## src/rtl/branch_predict_unit_pkg.sv

```systemverilog
// Shared branch-unit definitions: B-type funct3 encodings, the BHT
// counter states and the saturating counter step used by the table.
package branch_predict_unit_pkg;

  // B-type funct3 encodings (010 and 011 are unused by the ISA)
  localparam logic [2:0] OP_B_TYPE_BEQ  = 3'b000;
  localparam logic [2:0] OP_B_TYPE_BNE  = 3'b001;
  localparam logic [2:0] OP_B_TYPE_BLT  = 3'b100;
  localparam logic [2:0] OP_B_TYPE_BGE  = 3'b101;
  localparam logic [2:0] OP_B_TYPE_BLTU = 3'b110;
  localparam logic [2:0] OP_B_TYPE_BGEU = 3'b111;

  // 2-bit saturating counter; the MSB is the taken prediction
  typedef enum logic [1:0] {
    BHT_SNT = 2'b00,
    BHT_WNT = 2'b01,
    BHT_WT  = 2'b10,
    BHT_ST  = 2'b11
  } bht_state_t;

  // True for the six funct3 values that encode a real branch
  function automatic logic is_legal_branch(input logic [2:0] f3);
    return (f3 != 3'b010) && (f3 != 3'b011);
  endfunction

  // One training step of a counter, saturating at both ends
  function automatic logic [1:0] bht_step(input logic [1:0] s, input logic taken);
    logic [1:0] r;
    if (taken) begin
      r = (s == BHT_ST) ? BHT_ST : s + 2'd1;
    end else begin
      r = (s == BHT_SNT) ? BHT_SNT : s - 2'd1;
    end
    return r;
  endfunction

endpackage

```

## src/rtl/branch_predict_unit_if.sv

```systemverilog
// Pipeline-facing bundle of the branch predict unit: fetch-side lookup,
// execute-side resolve, registered results and statistics.
interface branch_predict_unit_if #(
  parameter int XLEN  = 32,
  parameter int CNT_W = 32
);

  // fetch side
  logic [XLEN-1:0]  pred_pc;
  logic             pred_taken;

  // execute side
  logic             res_valid;
  logic             b_type;
  logic [2:0]       funct3;
  logic [XLEN-1:0]  rs1_data;
  logic [XLEN-1:0]  rs2_data;
  logic [XLEN-1:0]  res_pc;
  logic             res_pred_taken;

  // registered resolve results
  logic             branch_taken;
  logic             mispredict;
  logic             illegal_br;

  // statistics
  logic             stat_clear;
  logic [CNT_W-1:0] stat_branches;
  logic [CNT_W-1:0] stat_mispredicts;

  // pipeline side drives lookups and resolves
  modport master (
    output pred_pc, res_valid, b_type, funct3, rs1_data, rs2_data,
           res_pc, res_pred_taken, stat_clear,
    input  pred_taken, branch_taken, mispredict, illegal_br,
           stat_branches, stat_mispredicts
  );

  // predictor side
  modport slave (
    input  pred_pc, res_valid, b_type, funct3, rs1_data, rs2_data,
           res_pc, res_pred_taken, stat_clear,
    output pred_taken, branch_taken, mispredict, illegal_br,
           stat_branches, stat_mispredicts
  );

endinterface

```

## src/rtl/branch_predict_unit_cmp.sv

```systemverilog
// Operand comparator for branch resolution; kept standalone so the ALU
// path can share it.
module branch_cmp #(
  parameter int XLEN = 32
) (
  input  logic [XLEN-1:0] a,
  input  logic [XLEN-1:0] b,
  output logic            eq,
  output logic            lt,
  output logic            ltu
);

  assign eq  = (a == b);
  assign lt  = ($signed(a) < $signed(b));
  assign ltu = (a < b);

endmodule

```

## src/rtl/branch_predict_unit.sv

```systemverilog
// Direct-mapped 2-bit BHT predictor with execute-stage branch resolution,
// one-cycle registered outcome/mispredict reporting and wrapping stats.
module branch_predict_unit
  import branch_predict_unit_pkg::*;
#(
  parameter int XLEN        = 32,
  parameter int BHT_ENTRIES = 64,
  parameter int CNT_W       = 32
) (
  input  logic                 clk,
  input  logic                 rst_n,
  branch_predict_unit_if.slave bus
);

  localparam int IDX_W = $clog2(BHT_ENTRIES);

  logic [IDX_W-1:0]         pred_idx;
  logic [IDX_W-1:0]         res_idx;
  logic [2*BHT_ENTRIES-1:0] bht_vec;
  logic                     cmp_eq;
  logic                     cmp_lt;
  logic                     cmp_ltu;
  logic                     outcome;
  logic                     legal_f3;
  logic                     rv;
  logic                     illegal_hit;
  logic                     mispred_now;
  logic                     branch_taken_reg;
  logic                     mispredict_reg;
  logic                     illegal_br_reg;
  logic [CNT_W-1:0]         stat_branches_reg;
  logic [CNT_W-1:0]         stat_mispredicts_reg;
  logic                     unused_pc_bits;

  // Word-aligned PCs: the low two bits never select an entry
  assign pred_idx       = bus.pred_pc[IDX_W+1:2];
  assign res_idx        = bus.res_pc[IDX_W+1:2];
  assign unused_pc_bits = ^{bus.pred_pc, bus.res_pc};

  branch_cmp #(.XLEN(XLEN)) u_cmp (
    .a   (bus.rs1_data),
    .b   (bus.rs2_data),
    .eq  (cmp_eq),
    .lt  (cmp_lt),
    .ltu (cmp_ltu)
  );

  // Branch condition selected by funct3
  always_comb begin
    outcome = 1'b0;
    case (bus.funct3)
      OP_B_TYPE_BEQ:  outcome = cmp_eq;
      OP_B_TYPE_BNE:  outcome = ~cmp_eq;
      OP_B_TYPE_BLT:  outcome = cmp_lt;
      OP_B_TYPE_BGE:  outcome = ~cmp_lt;
      OP_B_TYPE_BLTU: outcome = cmp_ltu;
      OP_B_TYPE_BGEU: outcome = ~cmp_ltu;
      default:        outcome = 1'b0;
    endcase
  end

  assign legal_f3    = is_legal_branch(bus.funct3);
  assign rv          = bus.res_valid & bus.b_type & legal_f3;
  assign illegal_hit = bus.res_valid & bus.b_type & ~legal_f3;
  assign mispred_now = outcome ^ bus.res_pred_taken;

  // One counter per entry; the resolving branch trains only its own entry.
  // Reads see the pre-update value because the write lands on the edge.
  for (genvar gi = 0; gi < BHT_ENTRIES; gi++) begin : g_bht
    logic [1:0] entry_reg;

    // Train the entry addressed by a legal resolving branch
    always_ff @(posedge clk or negedge rst_n) begin
      if (!rst_n) begin
        entry_reg <= BHT_WNT;
      end else if (rv && (res_idx == IDX_W'(gi))) begin
        entry_reg <= bht_step(entry_reg, outcome);
      end
    end

    assign bht_vec[2*gi +: 2] = entry_reg;
  end

  // Prediction is the counter MSB, no latency
  assign bus.pred_taken = bht_vec[{pred_idx, 1'b1}];

  // Resolve results appear one cycle after the branch; idle cycles read 0
  always_ff @(posedge clk or negedge rst_n) begin
    if (!rst_n) begin
      branch_taken_reg <= 1'b0;
      mispredict_reg   <= 1'b0;
      illegal_br_reg   <= 1'b0;
    end else begin
      branch_taken_reg <= rv & outcome;
      mispredict_reg   <= rv & mispred_now;
      illegal_br_reg   <= illegal_hit;
    end
  end

  // Wrapping statistics; a clear wins over a same-cycle increment
  always_ff @(posedge clk or negedge rst_n) begin
    if (!rst_n) begin
      stat_branches_reg    <= '0;
      stat_mispredicts_reg <= '0;
    end else if (bus.stat_clear) begin
      stat_branches_reg    <= '0;
      stat_mispredicts_reg <= '0;
    end else begin
      if (rv) begin
        stat_branches_reg <= stat_branches_reg + CNT_W'(1);
      end
      if (rv && mispred_now) begin
        stat_mispredicts_reg <= stat_mispredicts_reg + CNT_W'(1);
      end
    end
  end

  assign bus.branch_taken     = branch_taken_reg;
  assign bus.mispredict       = mispredict_reg;
  assign bus.illegal_br       = illegal_br_reg;
  assign bus.stat_branches    = stat_branches_reg;
  assign bus.stat_mispredicts = stat_mispredicts_reg;

endmodule

```

## src/flat_wrapper.sv

```systemverilog
// flat-port wrapper written by rule: the top's interface ports become plain ports
module branch_predict_unit_flat import branch_predict_unit_pkg::*;
#(
  parameter int XLEN        = 32,
  parameter int BHT_ENTRIES = 64,
  parameter int CNT_W       = 32
)
  (clk, rst_n, bus_pred_pc, bus_res_valid, bus_b_type, bus_funct3, bus_rs1_data, bus_rs2_data, bus_res_pc, bus_res_pred_taken, bus_stat_clear, bus_pred_taken, bus_branch_taken, bus_mispredict, bus_illegal_br, bus_stat_branches, bus_stat_mispredicts);
  branch_predict_unit_if #(.XLEN(XLEN), .CNT_W(CNT_W)) bus_i ();
  input  logic clk;
  input  logic rst_n;
  input wire logic [$bits(bus_i.pred_pc)-1:0] bus_pred_pc;
  input wire logic [$bits(bus_i.res_valid)-1:0] bus_res_valid;
  input wire logic [$bits(bus_i.b_type)-1:0] bus_b_type;
  input wire logic [$bits(bus_i.funct3)-1:0] bus_funct3;
  input wire logic [$bits(bus_i.rs1_data)-1:0] bus_rs1_data;
  input wire logic [$bits(bus_i.rs2_data)-1:0] bus_rs2_data;
  input wire logic [$bits(bus_i.res_pc)-1:0] bus_res_pc;
  input wire logic [$bits(bus_i.res_pred_taken)-1:0] bus_res_pred_taken;
  input wire logic [$bits(bus_i.stat_clear)-1:0] bus_stat_clear;
  output wire logic [$bits(bus_i.pred_taken)-1:0] bus_pred_taken;
  output wire logic [$bits(bus_i.branch_taken)-1:0] bus_branch_taken;
  output wire logic [$bits(bus_i.mispredict)-1:0] bus_mispredict;
  output wire logic [$bits(bus_i.illegal_br)-1:0] bus_illegal_br;
  output wire logic [$bits(bus_i.stat_branches)-1:0] bus_stat_branches;
  output wire logic [$bits(bus_i.stat_mispredicts)-1:0] bus_stat_mispredicts;
  assign bus_i.pred_pc = bus_pred_pc;
  assign bus_i.res_valid = bus_res_valid;
  assign bus_i.b_type = bus_b_type;
  assign bus_i.funct3 = bus_funct3;
  assign bus_i.rs1_data = bus_rs1_data;
  assign bus_i.rs2_data = bus_rs2_data;
  assign bus_i.res_pc = bus_res_pc;
  assign bus_i.res_pred_taken = bus_res_pred_taken;
  assign bus_i.stat_clear = bus_stat_clear;
  assign bus_pred_taken = bus_i.pred_taken;
  assign bus_branch_taken = bus_i.branch_taken;
  assign bus_mispredict = bus_i.mispredict;
  assign bus_illegal_br = bus_i.illegal_br;
  assign bus_stat_branches = bus_i.stat_branches;
  assign bus_stat_mispredicts = bus_i.stat_mispredicts;
  branch_predict_unit #(.XLEN(XLEN), .BHT_ENTRIES(BHT_ENTRIES), .CNT_W(CNT_W)) u_core (.clk(clk), .rst_n(rst_n), .bus(bus_i));
endmodule
```

## config.mk

```make
export PLATFORM = sky130hd
export DESIGN_NAME = branch_predict_unit_flat
export DESIGN_NICKNAME = d
export VERILOG_FILES = /design/src/rtl/branch_predict_unit_pkg.sv /design/src/rtl/branch_predict_unit_if.sv /design/src/rtl/branch_predict_unit_cmp.sv /design/src/rtl/branch_predict_unit.sv /design/src/flat_wrapper.sv
export SDC_FILE = /design/constraint.sdc
export NUM_CORES = 1
export LEC_CHECK = 0
export BUFFER_PORTS_ARGS = -buffer_cell sky130_fd_sc_hd__buf_2
export CORE_MARGIN = 2
export CORE_UTILIZATION = 50
export CTS_BUF_LIST = sky130_fd_sc_hd__clkbuf_8
export DETAILED_ROUTE_END_ITERATION = 12
export GPL_TIMING_DRIVEN = 0
export HOLD_SLACK_MARGIN = 0.08
export PLACE_DENSITY = 0.72
export SLEW_MARGIN = 5
export SYNTH_ARGS = -nofsm -noshare
export SYNTH_HDL_FRONTEND = slang
export SYNTH_SLANG_ARGS = --single-unit
```

## constraint.sdc

```tcl
create_clock -name clk -period 5 [get_ports clk]
set_input_delay 1 -clock clk [delete_from_list [all_inputs] [get_ports clk]]
set_output_delay 1 -clock clk [all_outputs]
set_load 0.02 [all_outputs]
```

Word-level counts from Yosys, hierarchy flattened
Index checks and enable logic that the tools add are counted.
- bitwise logic cells: 10
- reductions and logical operators: 134
- equality and inequality tests: 135
- muxes and demuxes: 199
- add/subtract/negate cells: 130
- $lt $le $gt $ge: 3
- operators with widths (kind ; number):
    $mux 2 ; 192
    $eq 6x6->1 const B ; 32
    $add 2x1->2 const B ; 64
    $eq 2x2->1 const B ; 64
    $logic_not 2->1 ; 64
    $mux 32 ; 4
    $sub 2x1->2 const B ; 64
    $eq 6x5->1 const B ; 16
    $logic_and 1x1->1 ; 66
    $add 32x1->32 const B ; 2
    $lt 32x32->1 ; 2
    $eq 6x4->1 const B ; 8
    $eq 32x32->1 ; 1
    $eq 6x3->1 const B ; 4
    $eq 3x3->1 const B ; 4
    $eq 6x2->1 const B ; 2
    $lt 7x8->1 const B ; 1
    $bmux 1 s6 ; 1
    $eq 6x1->1 const B ; 1
    $logic_not 6->1 ; 1
    $ne 3x2->1 const B ; 2
    $pmux 1 s6 ; 1
    $and 1x1->1 ; 5
    $not 1->1 ; 4
    5 further kinds ; 6
- output and inout port bits: 68
- register bits: 195
- input bits: 137
- word-level logic and storage cells: 680

Depth between registers and ports, before layout
Gate-level depths: netlist (run 1).
- word-level depth: 7
- gate-level depth with buffers: 13
- depth with buffers taken out: 10

Modules after synthesis
From an unflattened synthesis (run 1), not the netlist that was laid out.
- cells, all modules: 1214
- area, all modules: 11930.2 um2
- by module, submodules not included (module ; instances ; seq. area each (um2) ; area each (um2) ; cells each):
    branch_predict_unit ; 1 ; 4959.8 ; 11108.2 ; 1099
    branch_cmp ; 1 ; 0.0 ; 822.0 ; 115

Worst setup path after synthesis (run 1)
Ideal clock, no wire load.
- path kind: in2out
- from: input bus_pred_pc[2]
- to: output bus_pred_taken
- buffers on the path: 2
- arrival: 3.437 ns
- stages on the path: 5
- data required time: 4.000 ns
- path slack: 0.563 ns
- path through: clkbuf_1 > buf_1 > mux4_2 > mux4_2 > mux4_2
- word-level cells in the longest chain between the ends: 2
- RTL lines (what ; line ; RTL):
    from (decl) ; flat_wrapper.sv:12 ; input wire logic [$bits(bus_i.pred_pc)-1:0] bus_pred_pc;
    $bmux 1 s6 ; branch_predict_unit.sv:85 ; assign bus.pred_taken = bht_vec[{pred_idx, 1'b1}];
    $mux 1 (not written as such) ; branch_predict_unit.sv:85 ;
    to (decl) ; flat_wrapper.sv:21 ; output wire logic [$bits(bus_i.pred_taken)-1:0] bus_pred_taken;
No other way between the ends. The select of a mux whose other input is x is not followed.

Final worst setup path (run 1)
- from: input bus_pred_pc[3]
- to: output bus_pred_taken
Same word-level chain as after synthesis.

==> impl_table.tex, run 1 <==
\begin{tabular}{lr}
\hline
Metric & Value \\
\hline
\multicolumn{2}{l}{\textbf{Routing}} \\
\quad WL/cell & 16.6 um \\
\quad Final antenna-violating net count & 0 \\
\quad Final wirelength & 31100 um \\
\quad Overall via count from detail\_route & 10.8k \\
\quad Number of detailed-routing iterations run before antenna repair & 6 \\
\quad DR DRC count & 0 \\
\quad Number of DRC markers after the initial detailed-route iteration & 840 \\
\quad Number of vias per cell & 5.79 \\
\multicolumn{2}{l}{\textbf{STA}} \\
\quad Post-route minimum period & 4.89 ns \\
\quad Slew at the pin closest to its max-slew limit & 1.20 ns \\
\quad Fmax achieved & 205 MHz \\
\quad Worst hold slack & 0.524 ns \\
\quad Final Hold Violating Endpoints & 0 \\
\quad Max-Slew Margin vs Limit & 0.191 \\
\quad Post-Route Skew & 0.0213 ns \\
\quad Final number of max-transition violations & 0 \\
\quad Share of the clock period used by the worst path after layout & 0.978 \\
\quad Setup repair after global routing missed its margin & no \\
\quad Final setup violation count & 0 \\
\quad Setup tns final & 0 ns \\
\multicolumn{2}{l}{\textbf{Finish}} \\
\quad Area delta synth->final & 13.3\% \\
\quad Proportion of layout cells with a drive suffix above 1 & 0.204 \\
\quad Most frequent standard cell in the layout excluding fill and tap cells & nor2\_1 \\
\quad Core utilization of the finished layout & 0.578 \\
\quad Ant. Diodes & 0 \\
\quad Number of flip-flops under the largest register name & 128 \\
\quad Final cell area excluding filler cells & 0.0136 mm\^{}2 \\
\quad Most frequent cells in the layout & 200 x nor2\_1, 166 x buf\_2, 158 x nand2\_1 \\
\quad NumNets Final & 1714 \\
\multicolumn{2}{l}{\textbf{Critical path}} \\
\quad Crit path cell chain & buf\_1 -> clkbuf\_1 -> mux4\_2 -> mux4\_2 -> mux4\_2 -> buf\_2 \\
\quad Type of the setup path with the least slack & in -> out \\
\quad Startpoint class of the critical path & input port \\
\quad Critical path peak fanout & 10 \\
\quad Most prevalent standard cell on the critical path & mux4\_2 \\
\quad Slowest cell on the critical path & clkbuf\_1 \\
\quad WP data arrival & 3.89 ns \\
\quad Crit end category & output pin \\
\quad Biggest cell delay along the critical path & 0.71 ns \\
\quad Crit path required time & 4.00 ns \\
\multicolumn{2}{l}{\textbf{Yosys}} \\
\quad Seq cells post-synth & 195 \\
\quad Number of warnings issued by yosys & 0 \\
\quad Mapped Avg Cell Area & 8.74 um\^{}2 \\
\quad Most instantiated flip-flop cell in the synthesis netlist & dfrtp\_1 \\
\quad Cell taking the most area after synthesis & dfrtp\_1 \\
\quad Number of enable-type register cells in the synthesized netlist & 0 \\
\quad Number of library cell types mapped by synthesis & 54 \\
\quad Async set-or-reset flop fraction in the synthesized netlist & 1.00 \\
\quad Synthesized area & 0.0120 mm\^{}2 \\
\quad Part of the Yosys area used for sequential elements & 0.413 \\
\quad Share of Yosys cell area claimed by the top area cell type & 0.273 \\
\quad Cell count after synthesis & 1374 \\
\quad Dominant cells by area after synthesis & dfrtp\_1 27\%, dfstp\_2 14\%, nor2\_1 6.3\% \\
\quad Number of nets produced by synthesis & 1545 \\
\multicolumn{2}{l}{\textbf{Global routing}} \\
\quad Maximum number of pins on one net before global-route repair & 104 \\
\quad Wire length of the first global-routing pass & 51000 um \\
\quad Vias in the first global route & 10.2k \\
\quad Total routing usage reported by global routing & 0.246 \\
\quad Antenna violations before repair & 0 \\
\quad Overflow left after global routing & 0 \\
\multicolumn{2}{l}{\textbf{Die}} \\
\quad Die area & 0.0253 mm\^{}2 \\
\quad Die extent in y & 159 um \\
\quad Area of the core & 0.0235 mm\^{}2 \\
\quad Die Width & 159 um \\
\quad Starting density of the core & 0.510 \\
\quad Row Count & 56 \\
\quad Number of top-level pins & 205 \\
\multicolumn{2}{l}{\textbf{Flow run}} \\
\quad Max Cap Violations & 0 \\
\multicolumn{2}{l}{\textbf{Clock tree}} \\
\quad TritonCTS clock tree & built \\
\quad Number of post-CTS setup repair buffers & 0 \\
\quad Clock root cell & clkbuf\_8 \\
\quad Number of buffers inserted during clock tree synthesis & 17 \\
\quad Number of levels the H-tree was split into & 4 \\
\quad Sink count of the clock tree & 195 \\
\quad Longest Clk Path Bufs & 2 \\
\quad Register clock-pin slew on the reported worst setup and hold paths & 0.12 ns \\
\quad Worst-skew pair later-pin latency & 0.49 ns \\
\multicolumn{2}{l}{\textbf{Pwr}} \\
\quad Leak & 6.30 nW \\
\quad Pwr/cell area & 230 mW/mm\^{}2 \\
\quad Total power & 3.12 mW \\
\quad IR drop worst, VDD & 153 uV \\
\multicolumn{2}{l}{\textbf{Outcome}} \\
\quad Status & completed \\
\multicolumn{2}{l}{\textbf{Hold path}} \\
\quad Class of the worst hold path & in -> async \\
\multicolumn{2}{l}{\textbf{Placed design}} \\
\quad Port bufs & 149 \\
\quad HPWL reported at the end of detailed placement & 22400 um \\
\quad Placed Instance Area & 0.0132 mm\^{}2 \\
\quad Final Wtd Congestion & 0.867 \\
\hline
\end{tabular}
[layer usage]
layer  wire length (um)  share of wire  GRT usage
met5                  0              0          0
met4                965          0.031     0.0897
met3               1870          0.060     0.0404
met2              14500           0.47      0.395
met1              13800           0.44      0.339
[worst max-delay path: cells and delay by family]
| kind | cells | cell delay, ns |
|---|---|---|
| muxes | 3 | 1.48 |
| buffers and inverters | 3 | 1.40 |
[Yosys cell counts (4+ instances only)]
library cell  instances
dfstp_2              64
o41ai_1               5
buf_6                10
inv_1               109
nor3_1               23
dfrtp_1             131
o211ai_1             68
ha_1                 34
buf_2                18
nand2b_1              5
xnor2_1               7
o2111ai_1            11
nand3_1              25
mux4_2               21
clkbuf_1             28
or3_1                72
nor2_1              200
xor2_1               18
o2bb2ai_1            64
nand2_1             158
and2_1                4
o31ai_1               4
nand4_1              24
and3_1               17
nor4_1                5
mux2_2                7
o21ai_0              61
a21oi_1              92
nor2b_1              22
mux2_1               16
o21ai_1              11
or4_1                 8
[stage by stage]
| stage | instances | setup WS (ns) |
|---|---|---|
| finish | 1875 | 0.112 |
| global route | 1875 | 0.0623 |
| CTS | 1875 | 0.116 |
| detailed placement | 1843 | -0.460 |
| global placement | 1842 | -0.405 |
| floorplan | 1374 | 0.563 |
[area by class of cell]
class | instances | area [um^2]
multi-input cells | 1010 | 6320
flip-flops and latches | 195 | 4960
repair buffers | 150 | 783
clock buffers | 17 | 234
inverters | 109 | 409
plain buffers | 60 | 335
well taps | 319 | 399
fillers | 2143 | 9940
clock inverters | 15 | 163
[kinds of logic (layout without fill, tap and decap cells)]
family	Yosys count	count (layout)	share of synthesized area
flip-flops	195	195	0.413
multiplexers	44	44	0.0610
AO/OA/AOI/OAI	330	330	0.185
buffers and inverters	169	351	0.0613
XOR/XNOR	25	25	0.0182
adder cells (fa/ha/maj)	34	34	0.0354
AND/OR/NAND/NOR	577	577	0.226
[path summary, 6_finish.rpt]
path	end	slack, ns	cells past startpoint	startpoint
worst max register to register	u_core.bus.stat_branches[31]	2.12	9	u_core.bus.stat_branches[2]
worst min-delay path	u_core.bus.stat_mispredicts[22]	0.52	1	rst_n
max in group asynchronous	u_core.g_bht[50].entry_reg[0]	3.52	2	rst_n
min in group clk	u_core.g_bht[16].entry_reg[0]	0.52	2	u_core.g_bht[16].entry_reg[0]
worst min register to register	u_core.g_bht[16].entry_reg[0]	0.52	2	u_core.g_bht[16].entry_reg[0]
worst max-delay path	bus_pred_taken	0.11	6	bus_pred_pc[3]
[where the power goes]
group,switching [mW],internal (mW),total (mW),leakage (nW)
Clock,0.651,0.421,1.07,0.207
Sequential,0.00814,1.59,1.60,2.17
Combinational,0.304,0.148,0.452,3.92
[repair_timing]
action                     in CTS  in global routing
hold buffers                    0                  0
gates resized for setup         3                  0
setup endpoints to repair       1                  0
Power figures use the tool's default switching activity.
==> run 2: changes to the inputs <==
CORE_ASPECT_RATIO = 1.5   (was default)
==> run 2 against run 1 <==
  * Routed wire length is 4.3% higher
  * Largest cell class unchanged
  * Critical endpoint unchanged
  * Clock-buffer cell count is 2 higher
  * Highest routed layer unchanged
  * Final area rose by 0.70%
  * Critical path depth is the same
  * Critical path type unchanged
==> impl_table.tex, run 2 (synthesized netlist as in run 1, its figures left out) <==
\begin{tabular}{lr}
\hline
Metric & Value \\
\hline
\multicolumn{2}{l}{\textbf{Outcome}} \\
\quad Status & completed \\
\multicolumn{2}{l}{\textbf{Routing}} \\
\quad Final antenna-violating net count & 0 (unchanged) \\
\quad Number of DRC markers after the initial detailed-route iteration & 742 (-12\%) \\
\quad WL/cell & 17.3 um (+4.3\%) \\
\quad DR DRC count & 0 (unchanged) \\
\quad Final wirelength & 32400 um (+4.3\%) \\
\quad Overall via count from detail\_route & 10.8k (-0.35\%) \\
\quad Number of vias per cell & 5.77 (-0.35\%) \\
\quad Number of detailed-routing iterations run before antenna repair & 7 (+1) \\
\multicolumn{2}{l}{\textbf{Critical path}} \\
\quad Crit path required time & 4.00 ns (about the same) \\
\quad WP data arrival & 3.80 ns (-0.09 ns) \\
\quad Most prevalent standard cell on the critical path & mux4\_2 \\
\quad Critical path peak fanout & 10 (unchanged) \\
\quad Crit path cell chain & buf\_1 -> clkbuf\_1 -> mux4\_2 -> mux4\_2 -> mux4\_2 -> buf\_2 \\
\quad Slowest cell on the critical path & clkbuf\_1 \\
\quad Type of the setup path with the least slack & in -> out \\
\quad Cell family with most CP delay & multiplexers \\
\quad Startpoint class of the critical path & input port \\
\quad Crit path buf inv count & 3 (unchanged) \\
\quad Crit end category & output pin \\
\quad Biggest cell delay along the critical path & 0.73 ns (+0.02 ns) \\
\multicolumn{2}{l}{\textbf{STA}} \\
\quad Slew at the pin closest to its max-slew limit & 1.30 ns (+0.0951 ns) \\
\quad Share of the clock period used by the worst path after layout & 0.959 (-0.0183) \\
\quad Setup repair after global routing missed its margin & no \\
\quad Final Worst Setup Slack & 0.204 ns (+0.0916 ns) \\
\quad Post-route minimum period & 4.80 ns (-0.0916 ns) \\
\quad Post-Route Skew & 0.0150 ns (-0.00631 ns) \\
\quad Max-Slew Margin vs Limit & 0.128 (-0.0639) \\
\quad Fmax achieved & 208 MHz (+1.9\%) \\
\quad Final Hold Violating Endpoints & 0 (unchanged) \\
\quad Final number of max-transition violations & 0 (unchanged) \\
\quad Final setup violation count & 0 (unchanged) \\
\quad Worst hold slack & 0.513 ns (-0.0110 ns) \\
\multicolumn{2}{l}{\textbf{Placed design}} \\
\quad HPWL reported at the end of detailed placement & 24000 um (+7.3\%) \\
\quad Setup slack at placement & -0.353 ns (+0.107 ns) \\
\quad Port bufs & 149 (unchanged) \\
\quad Final Wtd Congestion & 0.872 (+0.54\%) \\
\quad Placed Instance Area & 0.0132 mm\^{}2 (unchanged) \\
\multicolumn{2}{l}{\textbf{Clock tree}} \\
\quad Clock root cell & clkbuf\_8 \\
\quad Number of buffers inserted during clock tree synthesis & 17 (unchanged) \\
\quad Sink count of the clock tree & 195 (unchanged) \\
\quad Longest Clk Path Bufs & 2 (unchanged) \\
\quad Worst-skew pair later-pin latency & 0.49 ns (about the same) \\
\quad Register clock-pin slew on the reported worst setup and hold paths & 0.11 ns (about the same) \\
\quad Number of levels the H-tree was split into & 4 (unchanged) \\
\quad Number of buffers added to fix hold violations after cts & 0 (unchanged) \\
\quad Number of post-CTS setup repair buffers & 0 (unchanged) \\
\quad TritonCTS clock tree & built \\
\multicolumn{2}{l}{\textbf{Pwr}} \\
\quad IR drop worst, VDD & 171 uV (+11\%) \\
\quad Pwr/cell area & 242 mW/mm\^{}2 (+5.4\%) \\
\quad Leak & 6.33 nW (+0.58\%) \\
\multicolumn{2}{l}{\textbf{Die}} \\
\quad Number of top-level pins & 205 (unchanged) \\
\quad Die area & 0.0253 mm\^{}2 (+0.10\%) \\
\quad Starting density of the core & 0.508 (-0.00243) \\
\quad Die Width & 131 um (-18\%) \\
\quad Area of the core & 0.0237 mm\^{}2 (+0.48\%) \\
\quad Row Count & 69 (+23\%) \\
\quad Die extent in y & 194 um (+22\%) \\
\multicolumn{2}{l}{\textbf{Finish}} \\
\quad NumNets Final & 1714 (unchanged) \\
\quad Area delta synth->final & 14.1\% \\
\quad Filler cell count & 2169 (+1.2\%) \\
\quad Most frequent standard cell in the layout excluding fill and tap cells & nor2\_1 \\
\quad Most frequent cells in the layout & 200 x nor2\_1, 166 x buf\_2, 158 x nand2\_1 \\
\quad Ant. Diodes & 0 (unchanged) \\
\quad Number of flip-flops under the largest register name & 128 (unchanged) \\
\quad Final cell area excluding filler cells & 0.0137 mm\^{}2 (+0.70\%) \\
\quad Proportion of layout cells with a drive suffix above 1 & 0.202 (-0.00129) \\
\multicolumn{2}{l}{\textbf{Global routing}} \\
\quad Vias in the first global route & 10.6k (+4.3\%) \\
\quad Maximum number of pins on one net before global-route repair & 114 (+9.6\%) \\
\quad Antenna violations before repair & 0 (unchanged) \\
\quad Total routing usage reported by global routing & 0.260 (+0.0136) \\
\quad Overflow left after global routing & 0 (unchanged) \\
\quad Wire length of the first global-routing pass & 52300 um (+2.6\%) \\
\multicolumn{2}{l}{\textbf{Flow run}} \\
\quad Max Cap Violations & 0 (unchanged) \\
\multicolumn{2}{l}{\textbf{Hold path}} \\
\quad Class of the worst hold path & in -> async \\
\hline
\end{tabular}
-- run 2: cell types whose count changed in the layout (fill, tap and decap cells not counted), sizes merged --
| cell | before | now |
|---|---|---|
| inv | 119 | 113 |
| clkinv | 4 | 0 |
| clkinvlp | 0 | 3 |
| bufinv | 1 | 6 |
| clkbuf | 45 | 47 |
-- run 2: area by class of cell --
cell class	instances	area, um^2	share of cell area
Clock inverter	13	230	0.0168
Clock buffer	19	262	0.0191
Buffer	60	335	0.0245
Multi-Input combinational cell	1010	6320	0.461
Inverter	109	409	0.0299
Sequential cell	195	4960	0.362
Tap cell	319	399	0.0291
Timing Repair Buffer	150	783	0.0572
-- run 2: path summary, 6_finish.rpt --
| kind | from | end | slack [ns] | depth (start not counted) |
|---|---|---|---|---|
| setup / recovery | bus_pred_pc[3] | bus_pred_taken | 0.20 | 6 |
| hold / removal | rst_n | u_core.g_bht[41].entry_reg[1] | 0.51 | 1 |
| setup reg to reg | u_core.bus.stat_mispredicts[3] | u_core.bus.stat_mispredicts[31] | 2.02 | 8 |
| hold reg to reg | u_core.g_bht[6].entry_reg[0] | u_core.g_bht[6].entry_reg[0] | 0.52 | 2 |
| max in group asynchronous | rst_n | u_core.bus.stat_mispredicts[2] | 3.46 | 2 |
| min in group clk | u_core.g_bht[6].entry_reg[0] | u_core.g_bht[6].entry_reg[0] | 0.52 | 2 |
-- run 2: repair_timing --
item                                    in CTS  in global routing
endpoints found under the setup margin       1                  0
hold endpoints to repair                     0                  0
gates resized for setup                      3                  0
-- run 2: power by group --
part	switching (mW)	total, mW	leakage [nW]	internal [mW]
logic	0.305	0.454	3.92	0.149
registers	0.00843	1.60	2.17	1.59
clock network	0.589	1.26	0.243	0.674
-- run 2: metal layers --
metal | wire length, um | vias to the layer above | track usage
li1 | - | 5235 | -
met1 | 12800 | 5185 | 0.301
met2 | 16500 | 308 | 0.451
met3 | 1610 | 83 | 0.0499
met4 | 1500 | 0 | 0.128
met5 | 0 | - | 0
-- run 2: per-stage QoR --
stage	util	TNS [ns]	cells	total power [mW]
6_report	0.579	0	1875	3.31
5_1_grt	0.579	0	1875	3.44
4_1_cts	0.579	0	1875	3.34
3_5_place_dp	0.558	-0.353	1843	2.08
3_3_place_gp	0.556	-60.91	1842	2.07
2_1_floorplan	-	0	1374	1.89
